<file path="config.mk">
export PLATFORM = sky130hd
export DESIGN_NAME = sram_load_scheduler
export DESIGN_NICKNAME = d
export VERILOG_FILES = /design/src/rtl/sram_load_pkg.sv /design/src/rtl/sram_load_scheduler_chunk_counter.sv /design/src/rtl/sram_load_scheduler.sv
export SDC_FILE = /design/constraint.sdc
export NUM_CORES = 2
export LEC_CHECK = 0
export ABC_AREA = 1
export ABC_CLOCK_PERIOD_IN_PS = 8800
export CORE_AREA = 2 2 367 369
export CTS_BUF_LIST = sky130_fd_sc_hd__clkbuf_2
export CTS_CLUSTER_SIZE = 16
export DETAILED_ROUTE_END_ITERATION = 10
export DIE_AREA = 0 0 369 371
export PLACE_DENSITY_LB_ADDON = 0.25
export SLEW_MARGIN = 10
export SYNTH_ARGS = -nofsm -noshare
export SYNTH_HDL_FRONTEND = slang
export SYNTH_SLANG_ARGS = --single-unit
</file>
<file path="constraint.sdc">
create_clock -name clk_i -period 8.8 [get_ports clk_i]
set_input_delay 1.76 -clock clk_i [delete_from_list [all_inputs] [get_ports clk_i]]
set_output_delay 1.76 -clock clk_i [all_outputs]
set_load 0.03 [all_outputs]
</file>
<file path="src/rtl/sram_load_pkg.sv">
// Shared types and helpers for the layer operand load sequencer.
// The bus width is a power of two, so ceiling division is a shift plus a round-up bit.
package sram_load_pkg;

    typedef enum logic [2:0] {
        IDLE = 3'd0,
        CALC = 3'd1,
        FIL  = 3'd2,
        IFM  = 3'd3,
        DONE = 3'd4
    } state_e;

    typedef enum logic {
        MODE_FIL = 1'b0,
        MODE_IFM = 1'b1
    } mode_e;

    // Returns ceil(num / 2**lg). Any bit below the shift point rounds the quotient up.
    function automatic logic [31:0] ceil_div_bus(input logic [31:0] num, input int unsigned lg);
        logic [31:0] mask;
        mask = (32'd1 << lg) - 32'd1;
        return (num >> lg) + {31'd0, |(num & mask)};
    endfunction

endpackage

</file>
<file path="src/rtl/sram_load_scheduler_chunk_counter.sv">
// Nested beat / row / z-slice counters for one load phase.
// Slices are walked by a remaining-channel register, so no divider is needed.
module sram_chunk_counter
    import sram_load_pkg::*;
#(
    parameter int unsigned BUS_SIZE       = 32,
    parameter int unsigned WR_DAT_CYC_NUM = 16,
    parameter int unsigned CFG_W          = 8
) (
    input  logic                              clk_i,
    input  logic                              rst_i,
    input  logic                              init_i,
    input  logic                              adv_i,
    input  mode_e                             mode_i,
    input  logic [CFG_W-1:0]                  ch_i,
    input  logic [CFG_W-1:0]                  div_i,
    input  logic [CFG_W-1:0]                  ifm_x_i,
    input  logic [CFG_W-1:0]                  ifm_y_i,
    input  logic [$clog2(WR_DAT_CYC_NUM):0]   fil_beats_i,
    output logic [$clog2(WR_DAT_CYC_NUM)-1:0] dat_o,
    output logic [CFG_W-1:0]                  row_o,
    output logic [CFG_W-1:0]                  slice_o,
    output logic                              phase_last_o
);

    localparam int unsigned LG_BUS = $clog2(BUS_SIZE);
    localparam int unsigned DAT_W  = $clog2(WR_DAT_CYC_NUM);
    localparam int unsigned BEAT_W = DAT_W + 1;

    logic [DAT_W-1:0]   beat_q, beat_d;
    logic [CFG_W-1:0]   row_q, row_d;
    logic [CFG_W-1:0]   slice_q, slice_d;
    logic [CFG_W-1:0]   rem_q, rem_d;

    logic               slice_last, row_last, beat_last;
    logic [CFG_W-1:0]   cz;
    logic [2*CFG_W-1:0] ifm_area;
    logic [31:0]        ifm_beats_w;
    logic [BEAT_W-1:0]  beats_cur;

    always_comb begin
        slice_last  = (rem_q <= div_i);
        cz          = slice_last ? rem_q : div_i;
        // The final slice may carry fewer channels, hence fewer IFM beats per row.
        ifm_area    = {{CFG_W{1'b0}}, ifm_x_i} * {{CFG_W{1'b0}}, cz};
        ifm_beats_w = ceil_div_bus(32'(ifm_area), LG_BUS);
        beats_cur   = (mode_i == MODE_IFM) ? BEAT_W'(ifm_beats_w) : fil_beats_i;
        beat_last   = ({1'b0, beat_q} == (beats_cur - BEAT_W'(1)));
        row_last    = (row_q == (ifm_y_i - CFG_W'(1)));
    end

    always_comb begin
        beat_d  = beat_q;
        row_d   = row_q;
        slice_d = slice_q;
        rem_d   = rem_q;
        if (init_i) begin
            beat_d  = '0;
            row_d   = '0;
            slice_d = '0;
            rem_d   = ch_i;
        end else if (adv_i) begin
            if (!beat_last) begin
                beat_d = beat_q + DAT_W'(1);
            end else begin
                beat_d = '0;
                if ((mode_i == MODE_IFM) && !row_last) begin
                    row_d = row_q + CFG_W'(1);
                end else begin
                    row_d = '0;
                    // Wrapping back to slice 0 re-arms the walk for the next phase.
                    if (slice_last) begin
                        slice_d = '0;
                        rem_d   = ch_i;
                    end else begin
                        slice_d = slice_q + CFG_W'(1);
                        rem_d   = rem_q - div_i;
                    end
                end
            end
        end
    end

    always_ff @(posedge clk_i) begin
        if (rst_i) begin
            beat_q  <= '0;
            row_q   <= '0;
            slice_q <= '0;
            rem_q   <= '0;
        end else begin
            beat_q  <= beat_d;
            row_q   <= row_d;
            slice_q <= slice_d;
            rem_q   <= rem_d;
        end
    end

    assign dat_o        = beat_q;
    assign row_o        = row_q;
    assign slice_o      = slice_q;
    assign phase_last_o = beat_last && slice_last && ((mode_i == MODE_FIL) || row_last);

endmodule

</file>
<file path="src/rtl/sram_load_scheduler.sv">
// Loads one layer's compressed filter chunks, then IFM chunks, from a shared beat stream
// into the filter and IFM SRAM write ports with one cycle of latency.
module sram_load_scheduler
    import sram_load_pkg::*;
#(
    parameter int unsigned BUS_SIZE        = 32,
    parameter int unsigned DAT_SIZE        = 8,
    parameter int unsigned WR_DAT_CYC_NUM  = 16,
    parameter int unsigned SRAM_IFM_NUM    = 64,
    parameter int unsigned SRAM_FILTER_NUM = 16,
    parameter int unsigned CFG_W           = 8
) (
    input  logic                                 clk_i,
    input  logic                                 rst_i,
    input  logic                                 load_start_i,
    input  logic [CFG_W-1:0]                     cfg_channel_num_i,
    input  logic [CFG_W-1:0]                     cfg_div_channel_num_i,
    input  logic [CFG_W-1:0]                     cfg_ifm_x_i,
    input  logic [CFG_W-1:0]                     cfg_ifm_y_i,
    input  logic [CFG_W-1:0]                     cfg_fil_x_i,
    input  logic [CFG_W-1:0]                     cfg_fil_y_i,
    input  logic [BUS_SIZE-1:0]                  in_sparsemap_i,
    input  logic [BUS_SIZE*DAT_SIZE-1:0]         in_nonzero_data_i,
    input  logic                                 in_valid_i,
    output logic                                 in_ready_o,
    output logic                                 load_finish_o,
    output logic                                 load_err_o,
    output logic [BUS_SIZE-1:0]                  fil_sram_wr_sparsemap_o,
    output logic [BUS_SIZE*DAT_SIZE-1:0]         fil_sram_wr_nonzero_data_o,
    output logic                                 fil_sram_wr_valid_o,
    output logic [$clog2(WR_DAT_CYC_NUM)-1:0]    fil_sram_wr_dat_count_o,
    output logic [$clog2(SRAM_FILTER_NUM)-1:0]   fil_sram_wr_chunk_count_o,
    output logic [BUS_SIZE-1:0]                  ifm_sram_wr_sparsemap_o,
    output logic [BUS_SIZE*DAT_SIZE-1:0]         ifm_sram_wr_nonzero_data_o,
    output logic                                 ifm_sram_wr_valid_o,
    output logic [$clog2(WR_DAT_CYC_NUM)-1:0]    ifm_sram_wr_dat_count_o,
    output logic [$clog2(SRAM_IFM_NUM)-1:0]      ifm_sram_wr_chunk_count_o
);

    localparam int unsigned LG_BUS = $clog2(BUS_SIZE);
    localparam int unsigned DAT_W  = $clog2(WR_DAT_CYC_NUM);
    localparam int unsigned BEAT_W = DAT_W + 1;
    localparam int unsigned FIL_CW = $clog2(SRAM_FILTER_NUM);
    localparam int unsigned IFM_CW = $clog2(SRAM_IFM_NUM);

    state_e             state_q, state_d;
    logic [CFG_W-1:0]   ch_q, div_q, ifm_x_q, ifm_y_q, fil_x_q, fil_y_q;
    logic               err_q;

    logic [3*CFG_W-1:0] fil_vol;
    logic [2*CFG_W-1:0] ifm_row_vol;
    logic [31:0]        fil_beats_w, ifm_full_w;
    logic               cfg_err;
    logic               accept;
    mode_e              mode;
    logic [DAT_W-1:0]   cnt_dat;
    logic [CFG_W-1:0]   cnt_row, cnt_slice;
    logic               phase_last;
    logic [2*CFG_W-1:0] ifm_chunk_full;

    always_comb begin
        fil_vol     = {{2*CFG_W{1'b0}}, fil_y_q} * {{2*CFG_W{1'b0}}, fil_x_q}
                    * {{2*CFG_W{1'b0}}, div_q};
        ifm_row_vol = {{CFG_W{1'b0}}, ifm_x_q} * {{CFG_W{1'b0}}, div_q};
        fil_beats_w = ceil_div_bus(32'(fil_vol), LG_BUS);
        ifm_full_w  = ceil_div_bus(32'(ifm_row_vol), LG_BUS);
        cfg_err     = (ch_q == '0) || (div_q == '0) || (ifm_x_q == '0) || (ifm_y_q == '0)
                   || (fil_x_q == '0) || (fil_y_q == '0)
                   || (fil_beats_w > 32'(WR_DAT_CYC_NUM))
                   || (ifm_full_w > 32'(WR_DAT_CYC_NUM));
    end

    assign in_ready_o    = (state_q == FIL) || (state_q == IFM);
    assign accept        = in_valid_i && in_ready_o;
    assign mode          = (state_q == IFM) ? MODE_IFM : MODE_FIL;
    assign load_finish_o = (state_q == DONE);
    assign load_err_o    = err_q;

    always_comb begin
        state_d = state_q;
        unique case (state_q)
            IDLE:    if (load_start_i) state_d = CALC;
            CALC:    state_d = cfg_err ? DONE : FIL;
            FIL:     if (accept && phase_last) state_d = IFM;
            IFM:     if (accept && phase_last) state_d = DONE;
            DONE:    state_d = IDLE;
            default: state_d = IDLE;
        endcase
    end

    always_ff @(posedge clk_i) begin
        if (rst_i) begin
            state_q <= IDLE;
            err_q   <= 1'b0;
            ch_q    <= '0;
            div_q   <= '0;
            ifm_x_q <= '0;
            ifm_y_q <= '0;
            fil_x_q <= '0;
            fil_y_q <= '0;
        end else begin
            state_q <= state_d;
            if ((state_q == IDLE) && load_start_i) begin
                err_q   <= 1'b0;
                ch_q    <= cfg_channel_num_i;
                div_q   <= cfg_div_channel_num_i;
                ifm_x_q <= cfg_ifm_x_i;
                ifm_y_q <= cfg_ifm_y_i;
                fil_x_q <= cfg_fil_x_i;
                fil_y_q <= cfg_fil_y_i;
            end else if ((state_q == CALC) && cfg_err) begin
                err_q <= 1'b1;
            end
        end
    end

    sram_chunk_counter #(
        .BUS_SIZE       (BUS_SIZE),
        .WR_DAT_CYC_NUM (WR_DAT_CYC_NUM),
        .CFG_W          (CFG_W)
    ) u_chunk_counter (
        .clk_i        (clk_i),
        .rst_i        (rst_i),
        .init_i       (state_q == CALC),
        .adv_i        (accept),
        .mode_i       (mode),
        .ch_i         (ch_q),
        .div_i        (div_q),
        .ifm_x_i      (ifm_x_q),
        .ifm_y_i      (ifm_y_q),
        .fil_beats_i  (BEAT_W'(fil_beats_w)),
        .dat_o        (cnt_dat),
        .row_o        (cnt_row),
        .slice_o      (cnt_slice),
        .phase_last_o (phase_last)
    );

    assign ifm_chunk_full = {{CFG_W{1'b0}}, cnt_slice} * {{CFG_W{1'b0}}, ifm_y_q}
                          + {{CFG_W{1'b0}}, cnt_row};

    // Write ports: valid pulses for exactly one cycle per accepted beat; payload holds otherwise.
    always_ff @(posedge clk_i) begin
        if (rst_i) begin
            fil_sram_wr_valid_o        <= 1'b0;
            fil_sram_wr_sparsemap_o    <= '0;
            fil_sram_wr_nonzero_data_o <= '0;
            fil_sram_wr_dat_count_o    <= '0;
            fil_sram_wr_chunk_count_o  <= '0;
            ifm_sram_wr_valid_o        <= 1'b0;
            ifm_sram_wr_sparsemap_o    <= '0;
            ifm_sram_wr_nonzero_data_o <= '0;
            ifm_sram_wr_dat_count_o    <= '0;
            ifm_sram_wr_chunk_count_o  <= '0;
        end else begin
            fil_sram_wr_valid_o <= accept && (state_q == FIL);
            ifm_sram_wr_valid_o <= accept && (state_q == IFM);
            if (accept && (state_q == FIL)) begin
                fil_sram_wr_sparsemap_o    <= in_sparsemap_i;
                fil_sram_wr_nonzero_data_o <= in_nonzero_data_i;
                fil_sram_wr_dat_count_o    <= cnt_dat;
                fil_sram_wr_chunk_count_o  <= FIL_CW'(cnt_slice);
            end
            if (accept && (state_q == IFM)) begin
                ifm_sram_wr_sparsemap_o    <= in_sparsemap_i;
                ifm_sram_wr_nonzero_data_o <= in_nonzero_data_i;
                ifm_sram_wr_dat_count_o    <= cnt_dat;
                ifm_sram_wr_chunk_count_o  <= IFM_CW'(ifm_chunk_full);
            end
        end
    end

endmodule

</file>
==> metrics list <==
- Count of vias placed by the detailed router: around 37000
- The Yosys step of the flow raised 0 warnings.
- Count of mapped cells out of synthesis: 4784
* Routed wire per std cell: between 20 and 25 um
- Post-synthesis instance area: about 0.036 mm2
* Area share of fa/ha/maj cells after synthesis: 0.164
- Half-perimeter wire length after placement: 137000 um
* Drt via density: 4.78
- The share of total power dissipated in combinational logic is 0.533.
* Most frequent cell on the critical path: sky130_fd_sc_hd__fa_1
* Sequential share of the synthesized area: 0.378
- The initialized floorplan defines 134 standard-cell rows.
- Setup violations remaining at the end of the flow were counted as 0.
* Residual DRC: 0
- Clock buffers created by TritonCTS: ~190
- Layout-stage area growth over the synthesis result: 39.8%
- Pins over their slew limit: 0
- GPL Wtd Cong: 0.943
- Counting I/O delays and the setup requirement, the final critical path takes 8590 ps.
- In the layout the commonest cells are sky130_fd_sc_hd__clkdlybuf4s50_1, sky130_fd_sc_hd__nor2_1, sky130_fd_sc_hd__nand2_1.
- # Max-Cap Violations: 0
* Number of flops mapped to enable cells by yosys: 0
- Counting flops and latches in the post-synthesis netlist gives 674.
* GRT Overall Usage: 0.261
- Horiz. Die Dim: 369 um
- For the worst setup path, the data arrival time is 9980 ps.
* Max Clk Rate: 116 MHz
- Final hold analysis gives a worst-case slack of 465 ps.
- Area enclosed by the die boundary: approximately 0.14 mm2
- For this design the total switching power over the nets is ~0.0062 W.
- Worst Setup End Kind: flop
* # clock sinks: 674
* Worst-case clock skew: 181 ps
- DRC marker count from the first detailed-route iteration: roughly 3200
* CP Launch Type: flop
- The count of nets left with antenna violations once routing finished came out at 0.
- The routed design has 184000 um of wire.
- The compound-gate portion of the synthesized area was 0.120.
* Avg Inst Size Synth: 7.47 um2
- The internal portion of the total power is 0.00678 W.
* Leakage: about 22 nW
* CTS tree: built
- Dominant register cell in the synthesized netlist: sky130_fd_sc_hd__dfxtp_1
* Fraction of synthesized area in multiplexers: 0
- Number of top-level pins: 939
* Filler Cells Inserted: ~14000
- The hold violation total from the final report came to 0.
- For this configuration, the core starts out at a cell density of 0.269.
* Via count of the first global-routing pass: 35900
- Max IR drop VDD: approximately 210 uV
- CP Data Required Time: 10190 ps
- Simple-gate portion of the synthesized area: 0.231
- After clock tree synthesis, the clock-pin slew on the worst setup and hold paths is 90 ps.
- Of all flip-flops after synthesis, the portion carrying an async set or reset was 0.
- Once routing completed, OpenROAD measured the worst setup slack at 213 ps.
* Final global-route overflow total: 0
* Buffers on Ports: 938
- Leaving out fill and tap cells, the most frequent cell in the layout is sky130_fd_sc_hd__clkdlybuf4s50_1.
- Hold-fix buffers, CTS: 0
- The largest individual stage delay along the critical path comes from the cell sky130_fd_sc_hd__fa_1.
- Number of iterations in the first detailed-routing pass: 6
* Max-slew headroom at the worst pin: 0.0984
* Sw Share: 0.476
- Largest family of logic cells by synthesized area: simple AND/OR/NAND/NOR gates
- Clock network latency to the later pin of the worst-skew pair: 1700 ps
* Cell area power density: approximately 260 mW/mm2
- After synthesis, the netlist uses 51 different library cells.
* Wire length of the first global-routing pass: approximately 260000 um
* Standard cell core area: 0.133 mm2
* Flop pwr share: 0.269
- Die outline height: approximately 370 um
* Result of the run: complete, no violations
- Of the available clock period, the critical path in the final layout requires 0.976.
- Of the total power, the clock network draws 0.199.
- Of the total synthesized cell area, the portion taken by XOR and XNOR cells is 0.0184.
- Root buffer cell: sky130_fd_sc_hd__clkbuf_2
- By startpoint and endpoint, the worst setup path is classified as flop to flop.
- When the netlist entered floorplanning its net count stood at 5479.
- In this run the worst path has a maximum fanout of 4.
- Delay of the slowest cell on the worst path: around 570 ps
- Pin count of the biggest net entering global routing: 187
* Fraction of final layout cells sized beyond drive strength 1: 0.107
- Unrepaired setup endpoints after global routing: true
* # H-tree levels: 4
- The path class of the tightest hold or removal check is flop to flop.
- The number of antenna violations at the first check in global routing came to 93.
- Slew at the pin closest to its max-slew limit: 1350 ps
* Net total in the final layout: roughly 6400
* Minimum setup slack after placement: -410 ps
- In this run the deepest clock path goes through 3 buffers.
[Yosys cell counts, types with 3 or more instances]
| master | instances | area (um2) |
|---|---|---|
| sky130_fd_sc_hd__nand3b_1 | 5 | 37.5 |
| sky130_fd_sc_hd__ha_1 | 168 | 2100 |
| sky130_fd_sc_hd__nand3_1 | 371 | 1860 |
| sky130_fd_sc_hd__o21ai_0 | 403 | 2020 |
| sky130_fd_sc_hd__a31oi_1 | 5 | 31.3 |
| sky130_fd_sc_hd__nand2_2 | 5 | 31.3 |
| sky130_fd_sc_hd__nand2_4 | 3 | 33.8 |
| sky130_fd_sc_hd__nor2_2 | 4 | 25.0 |
| sky130_fd_sc_hd__clkbuf_1 | 293 | 1100 |
| sky130_fd_sc_hd__buf_1 | 4 | 15.0 |
| sky130_fd_sc_hd__a21o_1 | 7 | 52.6 |
| sky130_fd_sc_hd__o21bai_1 | 7 | 52.6 |
| sky130_fd_sc_hd__a21oi_1 | 407 | 2040 |
| sky130_fd_sc_hd__nor3_1 | 12 | 60.1 |
| sky130_fd_sc_hd__nor4_1 | 6 | 37.5 |
| sky130_fd_sc_hd__inv_1 | 535 | 2010 |
| sky130_fd_sc_hd__nand3_2 | 4 | 40.0 |
| sky130_fd_sc_hd__nand4_1 | 28 | 175 |
| sky130_fd_sc_hd__nor2_1 | 795 | 2980 |
| sky130_fd_sc_hd__nand2_1 | 742 | 2790 |
| sky130_fd_sc_hd__xor2_1 | 49 | 429 |
| sky130_fd_sc_hd__dfxtp_1 | 674 | 13500 |
| sky130_fd_sc_hd__buf_6 | 3 | 33.8 |
| sky130_fd_sc_hd__fa_1 | 187 | 3740 |
| sky130_fd_sc_hd__or2_2 | 10 | 62.6 |
| sky130_fd_sc_hd__xnor2_1 | 24 | 210 |
[logic make-up after synthesis]
group                    after synthesis
buffers and inverters                844
adder cells (fa/ha/maj)              355
AND/OR/NAND/NOR                     1997
flip-flops                           674
AO/OA/AOI/OAI                        840
XOR/XNOR                              74
[power groups by stage]
stage	clock [W]	sequential [W]	combinational, W
floorplan	0	0.00369	0.00398
global placement	0	0.00353	0.00657
detailed placement	0	0.00353	0.00657
CTS	0.00265	0.00347	0.00678
global route	0.00280	0.00351	0.00775
finish	0.00257	0.00348	0.00690
[critical path, delay by kind of cell (launching register included)]
kind	cells	cell delay (ps)
adders and majority gates	10	4510
AOI/OAI and AO/OA	10	1250
and+or+nand+nor	13	1150
buffers and inverters	10	720
xor gates and xnor gates	2	430
DFF	1	390
[state kept, by name, summed over array words and instances (netlist names), 8 cells and up]
name / count
u_chunk_counter.rem_q: 8
ifm_y_q: 8
ifm_sram_wr_sparsemap_o: 32
ifm_x_q: 8
ifm_sram_wr_nonzero_data_o: 256
fil_sram_wr_nonzero_data_o: 256
fil_x_q: 8
u_chunk_counter.row_o: 8
fil_sram_wr_sparsemap_o: 32
fil_y_q: 8
ch_q: 8
div_q: 8
[final cells by class]
cell class                 count  area, um2  share of cell area
multi-input combinational   3266      19600               0.393
clock inverter                53        388             0.00777
antenna                       44        110             0.00220
sequential                   674      13500               0.271
timing repair buffer        1081      10500               0.211
inverter                     540       2060              0.0413
tap                         1768       2210              0.0443
clock buffer                 296       1480              0.0297
[what timing repair did]
action,4_1_cts,5_1_grt
gates resized for setup,59,97
setup endpoints to repair,3,19
setup buffers,11,2
pin swaps,61,84
endpoints found under the hold margin,0,0
[metrics by stage]
stage / instance area [um2] / setup TNS (ps) / utilization / instances / total power, W
2_1_floorplan: 35700 / 0 / - / 4784 / 0.00767
6_report: 49900 / 0 / 0.376 / 7722 / 0.0129
3_3_place_gp: 47300 / -1190 / 0.356 / 7317 / 0.0101
4_1_cts: 49500 / 0 / 0.373 / 7676 / 0.0129
3_5_place_dp: 47300 / -980 / 0.356 / 7317 / 0.0101
5_1_grt: 49900 / -1050 / 0.376 / 7708 / 0.0141
[metal layers]
layer  part of all wire  wire [um]  global-route usage
met5             0.0010        184                   0
met4              0.031       5760              0.0967
met3               0.12      22800               0.127
met2               0.41      75700               0.359
met1               0.43      79900               0.348
[worst paths after layout]
| check | startpoint | endpoint | slack [ps] | cells after the start |
|---|---|---|---|---|
| max | fil_x_q[2] | load_err_o | 210 | 45 |
| min reg2reg | fil_sram_wr_nonzero_data_o[172] | fil_sram_wr_nonzero_data_o[172] | 470 | 2 |
| min | fil_sram_wr_nonzero_data_o[172] | fil_sram_wr_nonzero_data_o[172] | 470 | 2 |
| max reg2reg | fil_x_q[2] | load_err_o | 210 | 45 |
(Power assumes the default switching activity.)
